`src/rtl/rv32_inst_enc.sv`:
```
// ---------------------------------------------------------------------------
// rv32_inst_enc
//   Pipelined RV32I instruction encoder. It takes a decoded field bundle and
//   scatters the immediate into the R/I/S/B/U/J layout. Each encoded word is
//   paired with a sequential instruction-memory write address. There is one
//   output register stage, with a valid/ready handshake on both sides.
//
//   Optional feature macro: RV32_ENC_RANGECHK_EN
//     When defined, an out-of-range or misaligned immediate is flagged as an
//     error, in the same way as an illegal fmt.
//     When undefined, only an illegal fmt is flagged. Immediates are
//     truncated to the bits that the format carries.
//
// Ports
//   clk, rst            clock; asynchronous active-high reset
//   in_valid/in_ready   input bundle handshake
//   fmt                 0=R 1=I 2=S 3=B 4=U 5=J, 6-7 illegal
//   opcode, rd, rs1, rs2, funct3, funct7, imm   decoded fields
//   addr_load/addr_val  reload the address counter (wins over the increment)
//   out_valid/out_ready output handshake
//   out_inst, out_addr  encoded word and its write address
//   out_err             word is an error NOP
//   err_cnt             saturating count of emitted error words
// ---------------------------------------------------------------------------
module rv32_inst_enc #(
    parameter logic [31:0] BASE_ADDR = 32'h0000_0000
) (
    input  logic        clk,
    input  logic        rst,
    input  logic        in_valid,
    output logic        in_ready,
    input  logic [2:0]  fmt,
    input  logic [6:0]  opcode,
    input  logic [4:0]  rd,
    input  logic [4:0]  rs1,
    input  logic [4:0]  rs2,
    input  logic [2:0]  funct3,
    input  logic [6:0]  funct7,
    input  logic [31:0] imm,
    input  logic        addr_load,
    input  logic [31:0] addr_val,
    output logic        out_valid,
    input  logic        out_ready,
    output logic [31:0] out_inst,
    output logic [31:0] out_addr,
    output logic        out_err,
    output logic [15:0] err_cnt
);
    localparam logic [2:0]  FMT_R = 3'd0;
    localparam logic [2:0]  FMT_I = 3'd1;
    localparam logic [2:0]  FMT_S = 3'd2;
    localparam logic [2:0]  FMT_B = 3'd3;
    localparam logic [2:0]  FMT_U = 3'd4;
    localparam logic [2:0]  FMT_J = 3'd5;
    localparam logic [31:0] NOP   = 32'h0000_0013;

    logic        r_out_valid;
    logic [31:0] r_out_inst;
    logic [31:0] r_out_addr;
    logic        r_out_err;
    logic [15:0] r_err_cnt;
    logic [31:0] r_addr_q;

    logic [31:0] w_enc;
    logic        w_fmt_bad;
    logic        w_range_bad;
    logic        w_err;
    logic [31:0] w_inst;
    logic [31:0] w_base;
    logic        w_xfer;

    // The output register can take a new word when it is empty or being drained.
    assign in_ready = !r_out_valid || out_ready;
    assign w_xfer   = in_valid && in_ready;

    always_comb begin
        w_enc     = 32'h0;
        w_fmt_bad = 1'b0;
        case (fmt)
            FMT_R:   w_enc = {funct7, rs2, rs1, funct3, rd, opcode};
            FMT_I:   w_enc = {imm[11:0], rs1, funct3, rd, opcode};
            FMT_S:   w_enc = {imm[11:5], rs2, rs1, funct3, imm[4:0], opcode};
            FMT_B:   w_enc = {imm[12], imm[10:5], rs2, rs1, funct3,
                              imm[4:1], imm[11], opcode};
            FMT_U:   w_enc = {imm[31:12], rd, opcode};
            FMT_J:   w_enc = {imm[20], imm[10:1], imm[11], imm[19:12], rd, opcode};
            default: w_fmt_bad = 1'b1;
        endcase
    end

`ifdef RV32_ENC_RANGECHK_EN
    // A value fits an N-bit signed field when every bit from N-1 upward
    // matches the sign bit.
    logic w_fits12;
    logic w_fits13;
    logic w_fits21;
    assign w_fits12 = (&imm[31:11]) || !(|imm[31:11]);
    assign w_fits13 = (&imm[31:12]) || !(|imm[31:12]);
    assign w_fits21 = (&imm[31:20]) || !(|imm[31:20]);

    always_comb begin
        w_range_bad = 1'b0;
        case (fmt)
            FMT_I, FMT_S: w_range_bad = !w_fits12;
            FMT_B:        w_range_bad = !w_fits13 || imm[0];
            FMT_J:        w_range_bad = !w_fits21 || imm[0];
            FMT_U:        w_range_bad = |imm[11:0];
            default:      w_range_bad = 1'b0;
        endcase
    end
`else
    assign w_range_bad = 1'b0;
`endif

    assign w_err  = w_fmt_bad || w_range_bad;
    assign w_inst = w_err ? NOP : w_enc;
    // A load in the same cycle as a transfer addresses the word being transferred.
    assign w_base = addr_load ? addr_val : r_addr_q;

    always_ff @(posedge clk or posedge rst) begin
        if (rst) begin
            r_out_valid <= 1'b0;
            r_out_inst  <= 32'h0;
            r_out_addr  <= 32'h0;
            r_out_err   <= 1'b0;
            r_err_cnt   <= 16'h0;
            r_addr_q    <= BASE_ADDR;
        end else begin
            if (w_xfer) begin
                r_out_valid <= 1'b1;
                r_out_inst  <= w_inst;
                r_out_addr  <= w_base;
                r_out_err   <= w_err;
                r_addr_q    <= w_base + 32'd4;
                if (w_err && (r_err_cnt != 16'hFFFF))
                    r_err_cnt <= r_err_cnt + 16'd1;
            end else begin
                if (out_ready)
                    r_out_valid <= 1'b0;
                if (addr_load)
                    r_addr_q <= addr_val;
            end
        end
    end

    assign out_valid = r_out_valid;
    assign out_inst  = r_out_inst;
    assign out_addr  = r_out_addr;
    assign out_err   = r_out_err;
    assign err_cnt   = r_err_cnt;

endmodule

```
`config.mk`:
```
export PLATFORM = sky130hd
export DESIGN_NAME = rv32_inst_enc
export DESIGN_NICKNAME = d
export VERILOG_FILES = /design/src/rtl/rv32_inst_enc.sv
export SDC_FILE = /design/constraint.sdc
export NUM_CORES = 1
export LEC_CHECK = 0
export ABC_CLOCK_PERIOD_IN_PS = 8900
export CAP_MARGIN = 30
export CORE_ASPECT_RATIO = 0.7
export CORE_MARGIN = 2
export CORE_UTILIZATION = 50
export CTS_CLUSTER_SIZE = 25
export DETAILED_ROUTE_END_ITERATION = 7
export PLACE_DENSITY = 0.86
export SETUP_SLACK_MARGIN = 0.5
export SYNTH_ARGS = -nofsm -noshare
export SYNTH_HDL_FRONTEND = slang
export SYNTH_SLANG_ARGS = --single-unit
```
`constraint.sdc`:
```
create_clock -name clk -period 8.9 [get_ports clk]
set_input_delay 0.89 -clock clk [delete_from_list [all_inputs] [get_ports clk]]
set_output_delay 0.89 -clock clk [all_outputs]
set_load 0.02 [all_outputs]
```
======== After elaboration in Yosys (flattened, before gate mapping) ========
Index checks and enable logic that the tools add are counted.
Widths: inputs -> output; s select.
word-level totals
  flip-flop bits (word level) ............. 114
  bits of input ports ..................... 104
  logic and storage cells ................. 29
  output and inout bits ................... 83
operators by class
  equal/unequal tests ..................... 6
  reduce and logical (&&, ||, !) cells .... 8
  muxes and demuxes ....................... 7
  add/sub/neg operators ................... 2
operators with widths
  operator               count
  $pmux 32 s6            1
  $mux 32                3
  $add 32x3->32 const B  1
  $add 16x1->16 const B  1
  $ne 16x16->1 const B   1
  $eq 3x2->1 const B     2
  $eq 3x3->1 const B     2
  $reduce_or 6->1        1
  $eq 3x1->1 const B     1
  $logic_not 3->1        1
  $mux 1                 3
  $logic_and 1x1->1      2
  $reduce_and 2->1       1
  $reduce_bool 2->1      1
  $logic_not 1->1        1
  $logic_or 1x1->1       1

======== Longest topological paths before layout ========
Gate-level depths: netlist of run 1.
  depth in word-level cells ............... 5
  mapped depth ............................ 11
  mapped depth without buffers ............ 8

======== Least setup slack after synthesis of run 1 ========
Ideal clock, no wire load.
  path type ............................... input-to-reg
  from .................................... input addr_load
  to ...................................... register r_addr_q[26]
  library setup time ...................... 79 ps
  arrival ................................. 2,856 ps
  stages on the path ...................... 11
  path buffers ............................ 3
  setup slack ............................. 5,964 ps
  required time ........................... 8,821 ps
  path through ............................ buf_6 > buf_2 > buf_4 > mux2i_1 > inv_1 > ha_1 > inv_1 > a2111oi_4 > nand4_4 > nor4_2 > xor2_1
on the way
  longest elaborated chain between the ends .. 3
RTL lines
  what                    line  source
  start: declaration      40    input logic addr_load,
  $mux 32                 n/a
  net w_base[3]           69    logic [31:0] w_base;
  $add 32x3->32           134   r_addr_q <= w_base + 32'd4;
  $mux 32                 129   if (w_xfer) begin
  end signal: assignment  134
  end signal: assignment  141   r_addr_q <= addr_val;
  end: declaration        62    logic [31:0] r_addr_q;
The timed path passes the listed nets, and every way through them passes these cells.
A chain may end at the register's enable or synchronous reset.

======== Final worst setup path of run 1 ========
  from .................................... input out_ready
  to ...................................... output in_ready
on the way
  longest elaborated chain between the ends .. 1
RTL lines
  what                line  source
  start: declaration  43    input logic out_ready,
  $logic_or 1x1->1    73    assign in_ready = !r_out_valid || out_ready;
  end: declaration    31    output logic in_ready,
No other way between the ends.

==> results.py, run 1 <==
metrics = {
    "grt": {
        "first_global_vias": 5308,
        "globalRouteTotalUtil_pct": 27.22,
        "grt_first_pass_wirelength_um": 26280,
        "initial_antenna_violation_count": 0,
        "grt_start_max_net_pins": 89,
        "global_route.overflow_total": 0,
    },
    "sta": {
        "grt_setup_unrepaired": "false",
        "layout_worst_path_cycle_share_pct": 37.80,
        "slew_violations": 0,
        "relSlewSlack_pct": 40.60,
        "fin_tns_setup_ns": 0,
        "setup_viol_count_final": 0,
        "post_route_minimum_period_ns": 3.364,
        "worst_clock_skew_ns": 0.007348,
        "worstMarginPinSlew_ns": 0.8910,
        "final-hold-violation-count": 0,
        "timing.hold.ws_ns": 0.4710,
        "fmax_ghz": 0.2973,
    },
    "final_layout": {
        "nNetsFinal": 848,
        "final_common_cell": "sky130_fd_sc_hd__clkdlybuf4s50_1",
        "multi_input_area_um2": 2678,
        "layout.cells.most_common_list": "sky130_fd_sc_hd__clkdlybuf4s50_1, sky130_fd_sc_hd__dfrtp_1, sky130_fd_sc_hd__nand2_1, sky130_fd_sc_hd__nor2_1, sky130_fd_sc_hd__o21ai_0",
        "final-seq-area_um2": 2853,
        "fin_util_pct": 75.76,
        "stdcell_area_um2": 8372,
        "num_antenna_cells": 0,
        "syn_to_final_growth_pct": 47.09,
        "filler_cell_count": 751,
        "layout.cells.non_filler": 908,
        "drive_above_1_share_pct": 9.934,
    },
    "cts": {
        "cts_tree": "done",
        "worst_skew_pair.late_latency_ns": 0.41,
        "cts_root_buffer": "sky130_fd_sc_hd__clkbuf_16",
        "max-clock-path-buffers": 2,
        "ctsHtreeMaxLevel": 4,
        "ctsResizeCount": 0,
        "cts_hold_buf": 0,
        "cts_setup_buffers": 0,
        "clock_sinks": 114,
        "clk_pin_slew_ns": 0.06,
        "number_of_buffers_inserted_during_clock_tree_synthesis": 17,
    },
    "yosys": {
        "ys.flop_type": "sky130_fd_sc_hd__dfrtp_1",
        "cell_taking_the_most_area_after_synthesis": "sky130_fd_sc_hd__dfrtp_1",
        "synth_area_leaders": "sky130_fd_sc_hd__dfrtp_1, sky130_fd_sc_hd__nand2_1, sky130_fd_sc_hd__xnor2_1, sky130_fd_sc_hd__mux2i_1, sky130_fd_sc_hd__o21ai_0",
        "ys_warn_count": 0,
        "seq_area_frac_synth_pct": 50.12,
        "number_of_cells_produced_by_synthesis": 561,
        "avgSynthCellArea_um2": 10.15,
        "area_share_of_the_largest_cell_type_after_synthesis_pct": 50.12,
        "synthDistinctLibCells": 52,
        "synth_fp_nets": 667,
        "asyncSetResetFlopFracSynth_pct": 100.0,
        "syn_std_cell_area_um2": 5692,
        "synth_edf_count": 0,
        "number_of_synthesized_register_bits": 114,
    },
    "routing": {
        "number_of_nets_with_antenna_violations_after_detailed_routing": 0,
        "via_count": 5071,
        "drt_pre_antenna_iters": 4,
        "totalWireLength_um": 16320,
        "routedWlPerCell_um": 17.97,
        "detail_route.vias_per_cell": 5.585,
        "drt_iter0_drc": 378,
        "post-route-drc-count": 0,
    },
    "floorplanning": {
        "start_util_pct": 51.51,
        "core_area_um2": 11050,
        "die-height_um": 93.27,
        "die_w_um": 131.5,
        "rows": 32,
        "floorplan_die_area_um2": 12270,
        "boundaryPins": 187,
    },
    "power_and_ir_drop": {
        "power_density_nw_per_um2": 224.1,
        "leakage_uw": 0.003455,
        "vdd.ir_drop.worst_v": 0.0001503,
    },
    "critical_path": {
        "r2r_cells": 6,
        "critical_path.max_stage_delay_ns": 0.56,
        "critPathArrivalTime_ns": 2.47,
        "critical_path.cell_chain": "clkdlybuf4s50_1 -> and2b_1 -> inv_1 -> clkdlybuf4s50_1",
        "start_kind": "input port",
        "startpoint": "out_ready",
        "startpoint_to_endpoint_class_of_the_critical_path": "in -> out",
        "critical_path.max_fanout": 5,
        "critPathMostFrequentCell": "sky130_fd_sc_hd__clkdlybuf4s50_1",
        "reg2reg_from": "out_valid$_DFFE_PP0P_",
        "worstSetupEndpointType": "output port",
        "crit_slowest_cell": "sky130_fd_sc_hd__clkdlybuf4s50_1",
        "cp_data_required_time_ns": 8.01,
    },
    "run_status": {
        "status": "complete, no violations",
    },
    "placed_design": {
        "place.port_buffers": 186,
        "dpl_cell_area_um2": 7665,
        "dp_hpwl_um": 11480,
        "placed_cells": 876,
        "place.gp.congestion": 0.8443,
    },
    "min_path": {
        "worst_hold_path_type": "reg -> reg",
        "worst_hold_path.num_cells": 2,
        "timing.hold.worst.start": "out_inst[2]$_DFFE_PP0P_",
    },
    "run": {
        "max_cap_violations": 0,
    },
}
## stage by stage
step	setup WS, ns	total power (uW)
floorplan	4.994	853.0
global placement	5.410	1051
detailed placement	5.244	1065
CTS	5.517	1883
global route	5.393	1945
finish	5.536	1876
## power by group
| part | switching (uW) | total (uW) | internal (uW) |
|---|---|---|---|
| sequential | 53.4 | 645 | 592 |
| clock | 247 | 815 | 568 |
| combinational | 215 | 416 | 201 |
## cells in the mapped netlist (4+ instances only)
cell type	n
sky130_fd_sc_hd__nor3_1	5
sky130_fd_sc_hd__xor2_1	19
sky130_fd_sc_hd__nor4_2	6
sky130_fd_sc_hd__a221oi_1	13
sky130_fd_sc_hd__nand2b_1	4
sky130_fd_sc_hd__nand3b_1	4
sky130_fd_sc_hd__a32o_1	4
sky130_fd_sc_hd__inv_1	6
sky130_fd_sc_hd__o21a_1	6
sky130_fd_sc_hd__nor2b_1	5
sky130_fd_sc_hd__nand4_1	11
sky130_fd_sc_hd__clkbuf_1	19
sky130_fd_sc_hd__buf_2	4
sky130_fd_sc_hd__nand2_1	96
sky130_fd_sc_hd__nand3_1	20
sky130_fd_sc_hd__o21ai_0	37
sky130_fd_sc_hd__a22oi_1	19
sky130_fd_sc_hd__mux2_2	15
sky130_fd_sc_hd__a21oi_1	11
sky130_fd_sc_hd__o221ai_1	6
sky130_fd_sc_hd__xnor2_1	26
sky130_fd_sc_hd__mux2i_1	20
sky130_fd_sc_hd__dfrtp_1	114
sky130_fd_sc_hd__nor2_1	49
## metal layers
layer  vias up  part of all wire, %  track usage [%]
li1       2358                    -                -
met1      2472                   45            35.76
met2       204                   47            43.46
met3        37                  6.2            7.642
met4         0                  2.2            10.14
met5         -                    0                0
## final cells by class
class | count | share of cell area (%)
Tap cell | 153 | 2.287
Clock buffer | 19 | 5.410
Multi-Input combinational cell | 410 | 31.98
Clock inverter | 13 | 3.034
Sequential cell | 114 | 34.08
Inverter | 9 | 0.4334
Timing Repair Buffer | 190 | 22.78
## worst max-delay path: cells and delay by family
kind	cells	cell delay, ns
and+or+nand+nor	1	0.47
buffers and inverters	3	1.11
## kinds of logic (layout without fill, tap and decap cells)
kind of cell / Yosys count / after routing / share of synthesized area (%)
mux: 35 / 35 / 6.485
fa+ha+maj: 2 / 2 / 0.4396
flops: 114 / 114 / 50.12
buf+inv: 37 / 231 / 3.012
xor+xnor: 45 / 45 / 6.925
compound gates: 107 / 107 / 13.63
simple gates: 221 / 221 / 19.39
## final timing paths
check / endpoint / slack (ns)
max: in_ready / 5.54
min: out_inst[2]$_DFFE_PP0P_ / 0.47
min in group asynchronous: out_addr[0]$_DFFE_PP0P_ / 0.89
max reg2reg: err_cnt[1]$_DFFE_PP0P_ / 6.39
max in group asynchronous: out_addr[2]$_DFFE_PP0P_ / 6.70
min reg2reg: out_inst[2]$_DFFE_PP0P_ / 0.47
## sequential cells by signal (all words and copies together) (netlist names)
signal / cells
out_err: 1
out_valid: 1
r_addr_q: 32
out_addr: 32
out_inst: 32
err_cnt: 16
Note: power is estimated with default switching activity, not from simulation.
==> run 2: changes to the inputs <==
--- a/config.mk
+++ b/config.mk
@@ -5,14 +5,14 @@
 export SDC_FILE = /design/constraint.sdc
 export NUM_CORES = 1
 export LEC_CHECK = 0
-export ABC_CLOCK_PERIOD_IN_PS = 8900
+export ABC_CLOCK_PERIOD_IN_PS = 2900
 export CAP_MARGIN = 30
 export CORE_ASPECT_RATIO = 0.7
 export CORE_MARGIN = 2
-export CORE_UTILIZATION = 50
+export CORE_UTILIZATION = 42
 export CTS_CLUSTER_SIZE = 25
 export DETAILED_ROUTE_END_ITERATION = 7
-export PLACE_DENSITY = 0.86
+export PLACE_DENSITY = 0.77
 export SETUP_SLACK_MARGIN = 0.5
 export SYNTH_ARGS = -nofsm -noshare
 export SYNTH_HDL_FRONTEND = slang
==> constraint.sdc (replaced) <==
create_clock -name clk -period 2.9 [get_ports clk]
set_input_delay 0.29 -clock clk [delete_from_list [all_inputs] [get_ports clk]]
set_output_delay 0.29 -clock clk [all_outputs]
set_load 0.02 [all_outputs]
==> results.py, run 2 (synthesized netlist as in run 1, its figures left out) <==
metrics = {
    "routing": {
        "drt_iter0_drc": 277,
        "drt_pre_antenna_iters": 5,
        "post-route-drc-count": 0,
        "routedWlPerCell_um": 17.04,
        "via_count": 5066,
        "number_of_nets_with_antenna_violations_after_detailed_routing": 0,
        "detail_route.vias_per_cell": 5.344,
        "totalWireLength_um": 16150,
    },
    "sta": {
        "final-hold-violation-count": 0,
        "grt_setup_unrepaired": "false",
        "slew_violations": 0,
        "fin_tns_setup_ns": 0,
        "fmax_ghz": 0.4663,
        "post_route_minimum_period_ns": 2.144,
        "setup_viol_count_final": 0,
        "worst_clock_skew_ns": 0.009483,
        "layout_worst_path_cycle_share_pct": 73.95,
        "postLayoutSetupSlackWorst_ns": 0.7556,
        "worstMarginPinSlew_ns": 0.7079,
        "relSlewSlack_pct": 52.71,
    },
    "critical_path": {
        "cp_data_required_time_ns": 2.61,
        "startpoint_to_endpoint_class_of_the_critical_path": "reg -> out",
        "worstSetupEndpointType": "output port",
        "critPathArrivalTime_ns": 1.85,
        "critical_path.max_fanout": 5,
        "start_kind": "register",
    },
    "final_layout": {
        "num_antenna_cells": 0,
        "final_common_cell": "sky130_fd_sc_hd__clkdlybuf4s50_1",
        "layout.cells.non_filler": 948,
        "final-seq-area_um2": 2853,
        "multi_input_area_um2": 2678,
        "nNetsFinal": 856,
        "filler_cell_count": 1065,
        "layout.cells.most_common_list": "sky130_fd_sc_hd__clkdlybuf4s50_1, sky130_fd_sc_hd__dfrtp_1, sky130_fd_sc_hd__nand2_1, sky130_fd_sc_hd__nor2_1, sky130_fd_sc_hd__o21ai_0",
        "drive_above_1_share_pct": 10.88,
        "syn_to_final_growth_pct": 47.44,
    },
    "cts": {
        "worst_skew_pair.late_latency_ns": 0.41,
        "cts_setup_buffers": 0,
        "cts_tree": "done",
        "cts_root_buffer": "sky130_fd_sc_hd__clkbuf_16",
        "number_of_buffers_inserted_during_clock_tree_synthesis": 17,
        "ctsResizeCount": 0,
        "cts_hold_buf": 0,
        "clk_pin_slew_ns": 0.06,
        "clock_sinks": 114,
        "ctsHtreeMaxLevel": 4,
        "max-clock-path-buffers": 2,
    },
    "floorplanning": {
        "core_area_um2": 13180,
        "rows": 35,
        "die-height_um": 101.4,
        "start_util_pct": 43.18,
        "floorplan_die_area_um2": 14510,
        "die_w_um": 143.1,
        "boundaryPins": 187,
    },
    "power_and_ir_drop": {
        "power_density_nw_per_um2": 642.2,
        "vdd.ir_drop.worst_v": 0.0006129,
        "total_power_uw": 5389,
        "leakage_uw": 0.003452,
    },
    "grt": {
        "initial_antenna_violation_count": 0,
        "global_route.overflow_total": 0,
        "globalRouteTotalUtil_pct": 22.80,
        "grt_first_pass_wirelength_um": 25780,
        "grt_start_max_net_pins": 115,
        "first_global_vias": 5113,
    },
    "placed_design": {
        "placed_cells": 916,
        "place.gp.congestion": 0.9081,
        "dp_hpwl_um": 11800,
        "placement.setup.worst_slack_ns": 0.4012,
        "place.port_buffers": 186,
    },
    "run": {
        "max_cap_violations": 0,
    },
    "run_status": {
        "status": "complete, no violations",
    },
    "min_path": {
        "worst_hold_path_type": "in -> async",
    },
}
## run 2: changes by cell type in the layout (fill, tap and decap cells not counted), sizes merged
cell / before / now
clkinv: 3 / 7
clkbuf: 19 / 17
bufinv: 7 / 3
buf: 5 / 13
clkinvlp: 4 / 5
inv: 8 / 9
## run 2: path summary, 6_finish.rpt
| path | to | cells after the start | startpoint | slack [ns] |
|---|---|---|---|---|
| max in group asynchronous | r_addr_q[25]$_DFF_PP0_ | 3 | rst | 2.01 |
| min reg2reg | out_inst[5]$_DFFE_PP0P_ | 2 | out_inst[5]$_DFFE_PP0P_ | 0.48 |
| min in group clk | r_addr_q[5]$_DFF_PP0_ | 3 | addr_load | 0.43 |
| min | out_addr[5]$_DFFE_PP0P_ | 3 | rst | 0.42 |
| max reg2reg | err_cnt[1]$_DFFE_PP0P_ | 6 | err_cnt[0]$_DFFE_PP0P_ | 0.82 |
| max | in_ready | 3 | out_valid$_DFFE_PP0P_ | 0.76 |
## run 2: worst max-delay path, stage by stage (launching register included)
cell and delay [ns]:
sky130_fd_sc_hd__dfrtp_1 0.37, sky130_fd_sc_hd__and2b_1 0.28, sky130_fd_sc_hd__inv_1 0.16, sky130_fd_sc_hd__clkdlybuf4s50_1 0.64
## run 2: power by group
part	internal, uW	total (uW)	switching, uW
Combinational	627	1290	660
Clock	1360	2130	771
Sequential	1820	1970	158
Total	3800	5390	1590
## run 2: per-layer routing
metal  vias to the layer above  GRT usage [%]  wire length (um)
met5                         -              0                 0
met4                         0          9.977               445
met3                        37          6.099              1039
met2                       198          34.67              7165
met1                      2458          30.98              7500
li1                       2373              -                 -
## run 2: layout make-up
type	count	area share, %
Multi-Input combinational cell	410	31.91
Clock inverter	15	2.177
Sequential cell	114	33.99
Inverter	9	0.4473
Tap cell	185	2.758
Clock buffer	17	5.069
Timing Repair Buffer	198	23.65
## run 2: per-stage QoR
stage	hold slack (ns)	instance area (um2)	util, %
floorplan	0.4220	5695	-
global placement	0.4486	7784	59.05
detailed placement	0.4590	7784	59.05
CTS	0.4116	8392	63.66
global route	0.4401	8392	63.66
finish	0.4224	8392	63.66
==> run 3: changes to the inputs <==
--- a/config.mk
+++ b/config.mk
@@ -5,7 +5,7 @@
 export SDC_FILE = /design/constraint.sdc
 export NUM_CORES = 1
 export LEC_CHECK = 0
-export ABC_CLOCK_PERIOD_IN_PS = 2900
+export ABC_CLOCK_PERIOD_IN_PS = 1900
 export CAP_MARGIN = 30
 export CORE_ASPECT_RATIO = 0.7
 export CORE_MARGIN = 2
==> constraint.sdc (replaced) <==
create_clock -name clk -period 1.9 [get_ports clk]
set_input_delay 0.19 -clock clk [delete_from_list [all_inputs] [get_ports clk]]
set_output_delay 0.19 -clock clk [all_outputs]
set_load 0.02 [all_outputs]
==> results.py, run 3 (synthesized netlist as in run 1, its figures left out) <==
metrics = {
    "critical_path": {
        "crit_slowest_cell": "sky130_fd_sc_hd__dfrtp_2",
        "r2r_cells": 7,
        "critical_path.cell_chain": "and2b_4 -> buf_8 -> a2111oi_4 -> buf_4 -> nand4_4 -> nor4_2 -> xnor2_1",
        "worstSetupEndpointType": "register",
        "startpoint_to_endpoint_class_of_the_critical_path": "reg -> reg",
        "cp_data_required_time_ns": 2.23,
        "critical_path.max_stage_delay_ns": 0.40,
        "reg2reg_slack_ns": -0.06,
        "reg2reg_from": "out_valid$_DFFE_PP0P_",
        "critPathArrivalTime_ns": 2.29,
        "timing.rr.end": "r_addr_q[30]$_DFF_PP0_",
        "start_kind": "register",
        "critical_path.max_fanout": 7,
    },
    "floorplanning": {
        "rows": 35,
        "die_w_um": 143.1,
        "core_area_um2": 13180,
        "boundaryPins": 187,
        "floorplan_die_area_um2": 14510,
        "die-height_um": 101.4,
        "start_util_pct": 43.18,
    },
    "placed_design": {
        "dpl_cell_area_um2": 8458,
        "place.port_buffers": 186,
        "place.gp.congestion": 0.8766,
        "dp_hpwl_um": 12580,
        "placement.setup.worst_slack_ns": -0.3306,
        "placed_cells": 970,
    },
    "routing": {
        "drt_iter0_drc": 300,
        "number_of_nets_with_antenna_violations_after_detailed_routing": 0,
        "totalWireLength_um": 21630,
        "via_count": 5771,
        "drt_pre_antenna_iters": 6,
        "routedWlPerCell_um": 20.66,
        "detail_route.vias_per_cell": 5.512,
        "post-route-drc-count": 0,
    },
    "power_and_ir_drop": {
        "clock_power_share_pct": 35.4,
        "power.sequential.fraction_pct": 34.2,
        "power.net_switching_uw": 2929,
        "pwr-share-comb_pct": 30.4,
        "leakage_uw": 0.004765,
        "vdd.ir_drop.worst_v": 0.0007771,
        "power.internal_uw": 6034,
        "power_density_nw_per_um2": 845.9,
        "switching_share_pct": 32.68,
    },
    "cts": {
        "max-clock-path-buffers": 2,
        "clock_sinks": 114,
        "cts_tree": "done",
        "worst_skew_pair.late_latency_ns": 0.42,
        "number_of_buffers_inserted_during_clock_tree_synthesis": 17,
        "ctsHtreeMaxLevel": 4,
        "cts_root_buffer": "sky130_fd_sc_hd__clkbuf_16",
        "clk_pin_slew_ns": 0.06,
    },
    "final_layout": {
        "nNetsFinal": 955,
        "layout.cells.most_common_list": "sky130_fd_sc_hd__dfrtp_1, sky130_fd_sc_hd__clkdlybuf4s50_1, sky130_fd_sc_hd__dlygate4sd2_1, sky130_fd_sc_hd__buf_4",
        "final-seq-area_um2": 2863,
        "syn_to_final_growth_pct": 86.17,
        "stdcell_area_um2": 10600,
        "final_common_cell": "sky130_fd_sc_hd__dfrtp_1",
        "multi_input_area_um2": 3714,
        "drive_above_1_share_pct": 41.07,
        "num_antenna_cells": 0,
        "layout.cells.non_filler": 1047,
        "filler_cell_count": 782,
    },
    "sta": {
        "grt_setup_unrepaired": "true",
        "layout_worst_path_cycle_share_pct": 103.0,
        "slew_violations": 0,
        "worst_clock_skew_ns": 0.01141,
        "setup_viol_count_final": 2,
        "fmax_ghz": 0.5112,
        "relSlewSlack_pct": 60.78,
        "post_route_minimum_period_ns": 1.956,
        "fin_tns_setup_ns": -0.06639,
        "postLayoutSetupSlackWorst_ns": -0.05633,
        "worstMarginPinSlew_ns": 0.5720,
        "final-hold-violation-count": 0,
    },
    "grt": {
        "global_route.overflow_total": 0,
        "grt_first_pass_wirelength_um": 32350,
        "globalRouteTotalUtil_pct": 29.33,
        "grt_start_max_net_pins": 56,
        "initial_antenna_violation_count": 0,
        "first_global_vias": 6005,
    },
    "run_status": {
        "violations": "setup timing",
        "status": "finished with violations",
    },
    "run": {
        "max_cap_violations": 0,
    },
    "min_path": {
        "worst_hold_path_type": "in -> async",
    },
}
## run 3: cell count changes in the layout (fill, tap and decap cells not counted), moves of 15 or more
cell and delta:
sky130_fd_sc_hd__buf_6 +21, sky130_fd_sc_hd__nand2_2 +21, sky130_fd_sc_hd__o21ai_0 -29, sky130_fd_sc_hd__clkdlybuf4s50_1 -83
sky130_fd_sc_hd__nand2_4 +33, sky130_fd_sc_hd__dlygate4sd2_1 +62, sky130_fd_sc_hd__buf_4 +46, sky130_fd_sc_hd__nand2_1 -56
sky130_fd_sc_hd__buf_16 +15, sky130_fd_sc_hd__o21ai_2 +26
## run 3: cell type report
cell class | instances | area share, %
Inverter | 9 | 0.4841
Clock inverter | 15 | 1.500
Timing Repair Buffer | 297 | 29.76
Tap cell | 185 | 2.184
Multi-Input combinational cell | 410 | 35.05
Sequential cell | 114 | 27.02
Clock buffer | 17 | 4.015
## run 3: power groups by stage
stage / registers [uW] / clock network (uW) / logic (uW)
floorplan: 3350 / 0 / 741
global placement: 3010 / 0 / 2190
detailed placement: 3030 / 0 / 2230
CTS: 3010 / 3180 / 2430
global route: 3100 / 3310 / 2910
finish: 3060 / 3170 / 2730
## run 3: metrics by stage
| stage | util, % | hold WS, ns | power [uW] |
|---|---|---|---|
| after floorplan | - | 0.3227 | 4095 |
| after global routing | 80.39 | 0.1871 | 9324 |
| after detailed placement | 64.17 | 0.4548 | 5258 |
| after CTS | 75.39 | 0.1426 | 8618 |
| final | 80.39 | 0.1500 | 8964 |
| after global placement | 64.17 | 0.4514 | 5196 |
## run 3: worst max path at each step
stage | start | to | slack, ns
floorplan | addr_load | r_addr_q[26]$_DFF_PP0_ | -0.20
global placement | addr_val[2] | r_addr_q[26]$_DFF_PP0_ | -0.23
detailed placement | addr_val[2] | r_addr_q[26]$_DFF_PP0_ | -0.33
CTS | r_addr_q[3]$_DFF_PP0_ | r_addr_q[26]$_DFF_PP0_ | 0.02
global route | out_valid$_DFFE_PP0P_ | r_addr_q[30]$_DFF_PP0_ | -0.14
finish | out_valid$_DFFE_PP0P_ | r_addr_q[30]$_DFF_PP0_ | -0.06
## run 3: timing repair
item,CTS,global route
hold buffers,0,0
buffers inserted,21,7
gates resized for setup,242,151
gates cloned,16,1
pin swaps,56,36
setup endpoints to repair,192,122
## run 3: worst max-delay path: cells and delay by family, from the launching register on
kind,cells,cell delay (ns)
flip-flops,1,0.40
AO/OA/AOI/OAI,1,0.31
XOR/XNOR,1,0.17
AND/OR/NAND/NOR,3,0.67
buffers and inverters,2,0.32
## run 3: metal layers
metal / vias to the layer above / share of wire, % / global-route usage (%)
met1: 2892 / 41 / 38.35
met3: 58 / 6.5 / 7.612
met5: - / 0 / 0
met2: 230 / 50 / 47.81
met4: 0 / 2.7 / 10.36
li1: 2591 / - / -
